--- config.mk ---
export PLATFORM = sky130hd
export DESIGN_NAME = bincnt_sorter_pipe
export DESIGN_NICKNAME = d
export VERILOG_FILES = /design/src/rtl/bincnt_sorter_pipe.sv
export SDC_FILE = /design/constraint.sdc
export NUM_CORES = 1
export LEC_CHECK = 0
export CORE_ASPECT_RATIO = 1.75
export CORE_MARGIN = 2
export CORE_UTILIZATION = 25
export CTS_CLUSTER_SIZE = 40
export DETAILED_ROUTE_END_ITERATION = 16
export GPL_TIMING_DRIVEN = 0
export PLACE_DENSITY = 0.42
export SLEW_MARGIN = 0
export SYNTH_ARGS = -nofsm -noshare
export SYNTH_HDL_FRONTEND = slang
export SYNTH_SLANG_ARGS = --single-unit
--- constraint.sdc ---
create_clock -name clk -period 3 [get_ports clk]
set_clock_uncertainty 0.2 [all_clocks]
set_input_delay 0.6 -clock clk [delete_from_list [all_inputs] [get_ports clk]]
set_output_delay 0.6 -clock clk [all_outputs]
set_load 0.05 [all_outputs]
--- src/rtl/bincnt_sorter_pipe.sv ---
`default_nettype none
// ============================================================================
// Module   : bincnt_sorter_pipe
// Purpose  : Pipelined N-bit unary bit sorter and population counter.
//            Each accepted word passes through an N-layer odd-even
//            transposition network, one registered layer per cycle. The
//            output is the thermometer-coded word plus its one-count.
//            Valid/ready on both sides, with a single global advance enable.
// Revision : 1.0 - initial release
// ============================================================================
module bincnt_sorter_pipe #(
    parameter int N           = 8,
    parameter bit ONES_AT_MSB = 1'b0
) (
    input  logic                   clk,
    input  logic                   rst,
    input  logic                   in_valid,
    output logic                   in_ready,
    input  logic [N-1:0]           in_x,
    output logic                   out_valid,
    input  logic                   out_ready,
    output logic [N-1:0]           out_y,
    output logic [$clog2(N+1)-1:0] out_count
);

    localparam int CW = $clog2(N+1);

    // One compare-exchange layer. Even layers pair (0,1),(2,3)...; odd layers
    // pair (1,2),(3,4)...; an unpaired edge bit passes through untouched.
    function automatic logic [N-1:0] f_layer(input logic [N-1:0] d, input int s);
        logic [N-1:0] q;
        q = d;
        for (int i = s % 2; i + 1 < N; i += 2) begin
            if (ONES_AT_MSB) begin
                q[i+1] = d[i] | d[i+1];
                q[i]   = d[i] & d[i+1];
            end else begin
                q[i]   = d[i] | d[i+1];
                q[i+1] = d[i] & d[i+1];
            end
        end
        return q;
    endfunction

    logic [N-1:0] r_data  [N];
    logic [N-1:0] r_valid;
    logic [N-1:0] w_next  [N];
    logic         w_en;
    logic [CW-1:0] w_count;

    // The whole pipe advances together: it may move whenever the last stage
    // is empty or being consumed this cycle.
    assign w_en      = !r_valid[N-1] || out_ready;
    assign in_ready  = w_en;
    assign out_valid = r_valid[N-1];
    assign out_y     = r_data[N-1];
    assign out_count = w_count;

    // Layer s computes its compare-exchange on the previous stage's register
    // (layer 0 works directly on the incoming word).
    generate
        for (genvar s = 0; s < N; s++) begin : g_stage
            if (s == 0) begin : g_first
                assign w_next[s] = f_layer(in_x, s);
            end else begin : g_rest
                assign w_next[s] = f_layer(r_data[s-1], s);
            end
        end
    endgenerate

    // Pipeline registers: clear on reset, shift forward together when enabled.
    always_ff @(posedge clk) begin
        if (rst) begin
            for (int s = 0; s < N; s++) begin
                r_data[s] <= '0;
            end
            r_valid <= '0;
        end else if (w_en) begin
            for (int s = 0; s < N; s++) begin
                r_data[s] <= w_next[s];
            end
            r_valid <= {r_valid[N-2:0], in_valid};
        end
    end

    // Count = position of the first zero scanning in from the packed end;
    // all ones gives N. Mirrored scan order when ones pack toward the MSB.
    always_comb begin
        w_count = CW'(N);
        for (int i = N - 1; i >= 0; i--) begin
            if (!out_y[ONES_AT_MSB ? (N - 1 - i) : i]) begin
                w_count = CW'(i);
            end
        end
    end

endmodule
`default_nettype wire

==> results of run 1 <==
==> metal layers <==
metal  part of all wire, %  wire length (µm)  GRT usage, %
met4                   3.6               164          6.67
met3                   3.1               142          1.70
met1                    37              1710          7.80
met5                     0                 0             0
met2                    56              2550          14.2
==> cell usage after synthesis, types with 3 or more instances <==
cell	number	area, µm²
nor2_1	23	86.3
o21a_1	20	150
buf_4	8	60.1
dfxtp_1	8	160
nand2_1	25	93.8
and3_1	21	131
buf_6	3	33.8
and2_1	6	37.5
a21oi_1	7	35.0
edfxtp_1	64	1920
==> stage by stage <==
| stage | TNS, ns | util (%) | power (µW) | cells | worst slack, ns |
|---|---|---|---|---|---|
| 6_report | 0 | 31.9 | 2140 | 380 | 0.244 |
| 2_1_floorplan | 0 | - | 1170 | 208 | 0.00586 |
| 3_5_place_dp | -0.0461 | 29.5 | 1200 | 364 | -0.0461 |
| 5_1_grt | 0 | 31.9 | 2220 | 380 | 0.117 |
| 3_3_place_gp | -72.50 | 29.4 | 1200 | 364 | -1.14 |
| 4_1_cts | 0 | 31.9 | 2180 | 380 | 0.216 |
==> worst max-delay path: stages <==
cell             delay, ns
clkdlybuf4s50_1       0.50
nor2b_4               0.06
buf_6                 0.14
inv_2                 0.11
dlygate4sd2_1         0.54
==> kinds of logic after synthesis <==
logic type	synth area share, %
and+or+nand+nor	14.2
DFF	72.2
AOI/OAI and AO/OA	8.20
buffers and inverters	5.38
==> power groups by stage <==
stage                     Sequential (µW)  Combinational, µW  Clock [µW]
final                                1110               63.9         969
after global routing                 1110               72.2        1040
after CTS                            1110               66.7        1000
after detailed placement             1130               66.5           0
after global placement               1130               65.4           0
after floorplan                      1130               38.0           0
==> registers in the layout, indices dropped and copies added (netlist names) <==
name	count
r_data	64
r_valid	8
==> how the worst max path moves through the flow <==
stage | start | end | slack (ns) | cells after the start
after floorplan | r_valid[7] | r_data[0][0] | 0.006 | 3
after global placement | out_ready | r_data[0][7] | -1.14 | 4
after detailed placement | out_ready | in_ready | -0.05 | 5
after CTS | r_data[1][30] | out_count[1] | 0.22 | 4
after global routing | r_data[1][30] | out_count[1] | 0.12 | 4
final | out_ready | in_ready | 0.24 | 5
==> timing repair <==
| action | CTS | global route |
|---|---|---|
| gates resized for setup | 1 | 0 |
| setup endpoints to repair | 1 | 0 |
| hold buffers | 0 | 0 |
==> placed cells by master, fill, tap and decap left out <==
| master | synthesis | final |
|---|---|---|
| edfxtp_1 | 64 | 64 |
| nand2_1 | 25 | 25 |
| nor2_1 | 23 | 23 |
| clkdlybuf4s50_1 | 0 | 23 |
| and3_1 | 21 | 21 |
| o21a_1 | 20 | 20 |
| clkbuf_16 | 0 | 9 |
| buf_4 | 8 | 8 |
| dfxtp_1 | 8 | 8 |
| a21oi_1 | 7 | 7 |
| and2_1 | 6 | 6 |
| clkbuf_1 | 0 | 4 |
| buf_6 | 3 | 3 |
| inv_1 | 2 | 2 |
| buf_2 | 2 | 2 |
| nor2b_1 | 2 | 2 |
| clkbuf_2 | 2 | 2 |
| buf_8 | 2 | 2 |
| clkbuf_8 | 0 | 2 |
| nor2b_4 | 1 | 1 |
| inv_2 | 1 | 1 |
| nand4_1 | 1 | 1 |
| a41oi_1 | 1 | 1 |
| nand3_1 | 1 | 1 |
| a31oi_1 | 1 | 1 |
| o21ai_0 | 1 | 1 |
| o22ai_1 | 1 | 1 |
| a41o_1 | 1 | 1 |
| nand2b_4 | 0 | 1 |
| nor3_1 | 1 | 1 |
| nor2_4 | 1 | 1 |
| o21a_4 | 1 | 1 |
| clkinv_2 | 0 | 1 |
| dlygate4sd2_1 | 0 | 1 |
==> layout make-up <==
| cell class | instances | area (µm²) | share of cell area (%) |
|---|---|---|---|
| buffer | 17 | 144 | 4.03 |
| sequential | 72 | 2080 | 58.4 |
| clock inverter | 1 | 5.00 | 0.140 |
| inverter | 3 | 11.3 | 0.316 |
| timing repair buffer | 24 | 239 | 6.70 |
| tap | 132 | 165 | 4.63 |
| clock buffer | 15 | 268 | 7.51 |
| multi-input combinational | 116 | 653 | 18.3 |
==> impl_metrics.env, run 1 <==
export IMPL_outcome="complete, no violations"
export IMPL_clk_pin_slew_worst_paths_ns=0.05
export IMPL_hold_path_end="r_valid[2]"
export IMPL_dp_hpwl_mm=2.76
export IMPL_synth_ff_type="edfxtp_1"
export IMPL_worst_slew_pin_slew_ns=0.869
export IMPL_ir_drop_mv=0.356
export IMPL_chipHeight_um=146
export IMPL_reg2reg_depth=3
export IMPL_clock_sinks=72
export IMPL_core_region_area_mm2=0.0112
export IMPL_syn_cell_area_mm2=0.00288
export IMPL_hold_viol=0
export IMPL_fin_crit_sh_pct=91.9
export IMPL_fin_nets=255
export IMPL_root_buffer="clkbuf_16"
export IMPL_num_antenna_cells=0
export IMPL_combPwrFrac_pct=3.0
export IMPL_dieArea_mm2=0.0124
export IMPL_ys_ff_latch=72
export IMPL_drtIter0Drc=97
export IMPL_cts_max_level=3
export IMPL_rr_startpoint="r_valid[7]"
export IMPL_rrSetupSlack_ns=1.18
export IMPL_antenna_found_initial=0
export IMPL_critPathKind="input pin to primary output"
export IMPL_ys_warnings_count=0
export IMPL_vias_per_cell=4.37
export IMPL_clock_latency_ns=0.33
export IMPL_wirelength_mm=4.56
export IMPL_critPathMaxFanout=10
export IMPL_io_pin_count=26
export IMPL_power_frac_seq_pct=51.8
export IMPL_grt_start_max_net_pins=65
export IMPL_grt_first_pass_wirelength_mm=7.58
export IMPL_ant_nets=0
export IMPL_ys_seq_area_share_pct=72.2
export IMPL_endpoint_kind="primary output"
export IMPL_grt_pass1_vias=1678
export IMPL_layout_min_cycle_time_ns=2.76
export IMPL_p_switching_uw=403
export IMPL_worstReg2RegEnd="r_data[0][22]"
export IMPL_die_w_um=85.2
export IMPL_crit_arrival_ns=1.96
export IMPL_finalMaxSlewViolations=0
export IMPL_min_from="r_valid[2]"
export IMPL_postCtsSetupBuffers=0
export IMPL_area_growth_pct=23.7
export IMPL_synth_edff_count=64
export IMPL_hold_depth=2
export IMPL_p_leak_uw=0.00144
export IMPL_synth_nets=220
export IMPL_numPortBuffers=24
export IMPL_worstPathRequired_ns=2.20
export IMPL_slew_headroom_pct=42.1
export IMPL_setup_viol_count_final=0
export IMPL_num_vias=1661
export IMPL_grt_usage_pct=8.06
export IMPL_final_area_mm2=0.00357
export IMPL_power_share_switching_pct=18.8
export IMPL_ys_types=28
export IMPL_post_drt_wl_per_cell_um=12.0
export IMPL_crit_path_start_kind="input pin"
export IMPL_cellPowerDensity_mw_per_mm2=601
export IMPL_syn_inst=208
export IMPL_power_internal_uw=1740
export IMPL_postSynthAreaPerCell_um2=13.9
export IMPL_max_cap_viol_count=0
export IMPL_numCtsBuffers=9
export IMPL_hold_worst_slack_ns=0.254
export IMPL_cts_tree="built"
export IMPL_power_clock_fraction_pct=45.2
export IMPL_initial_core_util_pct=25.8
export IMPL_drc=0
export IMPL_post_dp_cell_area_mm2=0.00330
export IMPL_rows=51
export IMPL_rsz0062_at_grt="false"
export IMPL_drive_above_1_share_pct=13.7
export IMPL_place_congestion=0.652
export IMPL_overflow=0
export IMPL_fillers=1096
export IMPL_clock_fmax_ghz=0.363
export IMPL_async_reset_ff_share_pct=0
export IMPL_hp_class="flop to flop"
export IMPL_cts_buffer_depth=2
export IMPL_dr_pass1_iters=5
(Power assumes the default switching activity.)
==> run 2: changes to the inputs <==
--- a/config.mk
+++ b/config.mk
@@ -5,13 +5,13 @@
 export SDC_FILE = /design/constraint.sdc
 export NUM_CORES = 1
 export LEC_CHECK = 0
-export CORE_ASPECT_RATIO = 1.75
 export CORE_MARGIN = 2
 export CORE_UTILIZATION = 25
 export CTS_CLUSTER_SIZE = 40
 export DETAILED_ROUTE_END_ITERATION = 16
+export DONT_BUFFER_PORTS = 1
 export GPL_TIMING_DRIVEN = 0
-export PLACE_DENSITY = 0.42
+export PLACE_DENSITY = 0.39
 export SLEW_MARGIN = 0
 export SYNTH_ARGS = -nofsm -noshare
 export SYNTH_HDL_FRONTEND = slang
==> impl_metrics.env, run 2 (synthesis results as in run 1) <==
export IMPL_initial_core_util_pct=25.5
export IMPL_cp_num_cells=2
export IMPL_core_region_area_mm2=0.0113
export IMPL_top_regs="r_data (64), r_valid (8)"
export IMPL_grt_usage_pct=7.70
export IMPL_setup_viol_count_final=0
export IMPL_wirelength_mm=4.20
export IMPL_reg2reg_depth=3
export IMPL_cp_slowest_stage_delay_ns=1.11
export IMPL_critPathKind="flop to primary output"
export IMPL_area_growth_pct=17.4
export IMPL_fin_crit_sh_pct=93.8
export IMPL_fin_nets=231
export IMPL_clock_latency_ns=0.32
export IMPL_crit_arrival_ns=2.01
export IMPL_multi_input_area_um2=653
export IMPL_top_register="r_data"
export IMPL_die_w_um=111
export IMPL_overflow=0
export IMPL_post_place_ws_ns=0.503
export IMPL_num_antenna_cells=0
export IMPL_post_drt_wl_per_cell_um=11.4
export IMPL_grt_pass1_vias=1596
export IMPL_p_leak_uw=0.00138
export IMPL_grt_first_pass_wirelength_mm=7.25
export IMPL_holdBufCountCts=0
export IMPL_rrSetupSlack_ns=0.81
export IMPL_rr_startpoint="r_valid[7]"
export IMPL_place_congestion=0.671
export IMPL_ir_drop_mv=0.320
export IMPL_crit_path_start_kind="flop"
export IMPL_layout_setup_ws_ns=0.187
export IMPL_dp_hpwl_mm=2.40
export IMPL_layout_min_cycle_time_ns=2.81
export IMPL_most_common_layout_cells="edfxtp_1, nand2_1, nor2_1"
export IMPL_power_share_switching_pct=18.8
export IMPL_clock_sinks=72
export IMPL_path_cells="nand4_1 > nor3_1"
export IMPL_numCtsBuffers=9
export IMPL_combPwrFrac_pct=2.1
export IMPL_critPathMaxFanout=6
export IMPL_grt_start_max_net_pins=65
export IMPL_final_common_cell="edfxtp_1"
export IMPL_finalMaxSlewViolations=0
export IMPL_vias_per_cell=4.17
export IMPL_power_clock_fraction_pct=48.9
export IMPL_p_switching_uw=425
export IMPL_fillers=1161
export IMPL_hp_class="input pin to flop"
export IMPL_critPathTopFamily="simple AND/OR/NAND/NOR gates"
export IMPL_cp_slowest_cell="nor3_1"
export IMPL_clk_pin_slew_worst_paths_ns=0.06
export IMPL_drc=0
export IMPL_power_frac_seq_pct=49.0
export IMPL_worstReg2RegEnd="r_data[0][29]"
export IMPL_postCtsSetupBuffers=0
export IMPL_num_vias=1530
export IMPL_cts_buffer_depth=2
export IMPL_ant_nets=0
export IMPL_drive_above_1_share_pct=16.5
export IMPL_worstPathRequired_ns=2.20
export IMPL_max_cap_viol_count=0
export IMPL_rsz0062_at_grt="false"
export IMPL_antenna_found_initial=0
export IMPL_clock_fmax_ghz=0.355
export IMPL_critPathLaunch="r_data[1][24]"
export IMPL_drtIter0Drc=82
export IMPL_outcome="complete, no violations"
export IMPL_largest_reg_flops=64
export IMPL_cts_tree="built"
export IMPL_power_internal_uw=1840
export IMPL_setup_worst_path_end="out_count[3]"
export IMPL_hold_viol=0
export IMPL_rows=39
export IMPL_cts_max_level=3
export IMPL_regArea_mm2=0.00208
export IMPL_dr_pass1_iters=4
export IMPL_numPortBuffers=0
export IMPL_cts_resized=0
export IMPL_io_pin_count=26
export IMPL_fin_tns_setup_ns=0
export IMPL_root_buffer="clkbuf_16"
export IMPL_endpoint_kind="primary output"
export IMPL_worst_slew_pin_slew_ns=1.44
export IMPL_dieArea_mm2=0.0124
export IMPL_slew_headroom_pct=3.37
export IMPL_critical_path_buf_inv_count=0
export IMPL_chipHeight_um=111
export IMPL_cellPowerDensity_mw_per_mm2=669
[run 2: stage by stage]
stage / utilization, % / hold WS [ns] / power (µW) / cells / area (µm²)
final: 29.9 / 0.218 / 2260 / 367 / 3380
after CTS: 29.9 / 0.209 / 2300 / 367 / 3380
after global routing: 29.9 / 0.209 / 2340 / 367 / 3380
after global placement: 27.0 / 0.240 / 1180 / 351 / 3060
after detailed placement: 27.1 / 0.252 / 1180 / 351 / 3070
after floorplan: - / 0.229 / 1170 / 208 / 2880
[run 2: routing by layer]
| layer | wire length (µm) | GRT usage (%) | share of wire, % |
|---|---|---|---|
| met1 | 1570 | 7.00 | 37 |
| met2 | 2320 | 14.0 | 55 |
| met3 | 225 | 3.27 | 5.4 |
| met4 | 85 | 4.94 | 2.0 |
| met5 | 0 | 0 | 0 |
[run 2: how the worst min path moves through the flow]
stage / start / endpoint / slack (ns) / cells after the start
finish: in_valid / r_valid[0] / 0.22 / 2
global route: in_valid / r_valid[0] / 0.21 / 2
CTS: in_valid / r_valid[0] / 0.21 / 2
detailed placement: r_valid[4] / r_valid[4] / 0.25 / 2
global placement: r_valid[0] / r_valid[0] / 0.24 / 2
floorplan: r_valid[0] / r_valid[0] / 0.23 / 2
[run 2: final cells by class]
class,instances,share of cell area [%]
tap,143,5.29
clock inverter,4,1.40
multi-input combinational,116,19.3
inverter,3,0.333
buffer,17,4.25
clock buffer,12,7.91
sequential,72,61.5
[run 2: power groups by stage]
stage	combinational (µW)	sequential, µW	clock, µW
after floorplan	38.0	1130	0
after detailed placement	51.0	1130	0
final	48.6	1110	1110
after global placement	49.9	1130	0
after CTS	51.1	1110	1140
after global routing	54.7	1110	1180
==> run 3: changes to the inputs <==
--- a/config.mk
+++ b/config.mk
@@ -11,8 +11,6 @@
 export DETAILED_ROUTE_END_ITERATION = 16
 export DONT_BUFFER_PORTS = 1
 export GPL_TIMING_DRIVEN = 0
-export PLACE_DENSITY = 0.39
-export SLEW_MARGIN = 0
 export SYNTH_ARGS = -nofsm -noshare
 export SYNTH_HDL_FRONTEND = slang
 export SYNTH_SLANG_ARGS = --single-unit
==> impl_metrics.env, run 3 (synthesis results as in run 1) <==
export IMPL_dieArea_mm2=0.0124
export IMPL_antenna_found_initial=0
export IMPL_dp_hpwl_mm=2.21
export IMPL_postCtsSetupBuffers=0
export IMPL_finalMaxSlewViolations=0
export IMPL_ir_drop_mv=0.372
export IMPL_num_antenna_cells=0
export IMPL_reg2reg_depth=3
export IMPL_clock_fmax_ghz=0.356
export IMPL_core_region_area_mm2=0.0113
export IMPL_overflow=0
export IMPL_slew_headroom_pct=3.74
export IMPL_top_register="r_data"
export IMPL_io_pin_count=26
export IMPL_clock_latency_ns=0.32
export IMPL_num_vias=1493
export IMPL_hp_class="input pin to flop"
export IMPL_crit_path_start_kind="flop"
export IMPL_drtIter0Drc=68
export IMPL_drc=0
export IMPL_vias_per_cell=4.08
export IMPL_final_cells=366
export IMPL_grt_start_max_net_pins=65
export IMPL_crit_arrival_ns=2.01
export IMPL_root_buffer="clkbuf_16"
export IMPL_dpl_cell_count=351
export IMPL_hold_viol=0
export IMPL_clock_sinks=72
export IMPL_fin_tns_setup_ns=0
export IMPL_rsz0062_at_grt="false"
export IMPL_worstPathRequired_ns=2.20
export IMPL_max_cap_viol_count=0
export IMPL_cts_resized=0
export IMPL_layout_min_cycle_time_ns=2.81
export IMPL_fin_crit_sh_pct=93.8
export IMPL_setup_viol_count_final=0
export IMPL_cts_tree="built"
export IMPL_clk_pin_slew_worst_paths_ns=0.05
export IMPL_area_growth_pct=16.1
export IMPL_critPathKind="flop to primary output"
export IMPL_fin_nets=231
export IMPL_die_w_um=111
export IMPL_ant_nets=0
export IMPL_outcome="complete, no violations"
export IMPL_wirelength_mm=3.63
export IMPL_critPathMaxFanout=6
export IMPL_top_regs="r_data (64), r_valid (8)"
export IMPL_initial_core_util_pct=25.5
export IMPL_numCtsBuffers=9
export IMPL_cts_buffer_depth=2
export IMPL_most_common_layout_cells="edfxtp_1, nand2_1, nor2_1"
export IMPL_rows=39
export IMPL_worst_slew_pin_slew_ns=1.43
export IMPL_grt_first_pass_wirelength_mm=6.22
export IMPL_dr_pass1_iters=4
export IMPL_endpoint_kind="primary output"
export IMPL_chipHeight_um=111
export IMPL_largest_reg_flops=64
export IMPL_drive_above_1_share_pct=15.7
export IMPL_post_drt_wl_per_cell_um=9.92
export IMPL_cts_max_level=3
export IMPL_final_common_cell="edfxtp_1"
export IMPL_p_leak_uw=0.00136
export IMPL_grt_usage_pct=6.48
export IMPL_cellPowerDensity_mw_per_mm2=641
export IMPL_hold_depth=2
export IMPL_place_congestion=0.707
export IMPL_numPortBuffers=0
export IMPL_grt_pass1_vias=1458
export IMPL_holdBufCountCts=0
[run 3: cell types whose count changed in the layout (fill, tap and decap cells not counted), sizes merged]
cell,delta
clkbuf,-2
clkinv,+3
inv,-2
[run 3: layout make-up]
| class | count | area (µm²) |
|---|---|---|
| clock inverters | 5 | 48.8 |
| inverters | 3 | 11.3 |
| plain buffers | 17 | 144 |
| well taps | 143 | 179 |
| clock buffers | 10 | 229 |
| multi-input cells | 116 | 653 |
| fillers | 1139 | 7970 |
| flip-flops and latches | 72 | 2080 |
[run 3: power by group]
group          total, µW  internal, µW  switching (µW)
Sequential          1110          1100            7.92
Clock                990           630             360
Combinational       46.8          22.0            24.8
Total               2150          1750             392
[run 3: through the flow]
| stage | power [µW] | utilization [%] | hold WS [ns] | cell area (µm²) | worst slack, ns |
|---|---|---|---|---|---|
| finish | 2150 | 29.6 | 0.217 | 3350 | 0.187 |
| global route | 2220 | 29.6 | 0.216 | 3350 | 0.0729 |
| CTS | 2170 | 29.6 | 0.206 | 3350 | 0.176 |
| detailed placement | 1180 | 27.1 | 0.245 | 3070 | 0.529 |
| global placement | 1180 | 27.0 | 0.237 | 3060 | -0.565 |
| floorplan | 1170 | - | 0.229 | 2880 | 0.00586 |
[run 3: layer usage]
layer | wire, µm | up-vias | GRT usage (%)
li1 | - | 766 | -
met1 | 1540 | 688 | 6.46
met2 | 1850 | 37 | 11.2
met3 | 225 | 2 | 3.38
met4 | 19 | 0 | 2.96
met5 | 0 | - | 0
[run 3: worst paths after layout]
path | start | endpoint | slack (ns)
setup / recovery | r_data[1][24] | out_count[3] | 0.19
hold reg to reg | r_valid[5] | r_valid[5] | 0.25
setup reg to reg | r_valid[7] | r_data[0][4] | 0.83
hold / removal | in_valid | r_valid[0] | 0.22
[run 3: critical path: stages, from the launching register on]
cell	delay, ns
edfxtp_1	0.42
nand4_1	0.16
nor3_1	1.11
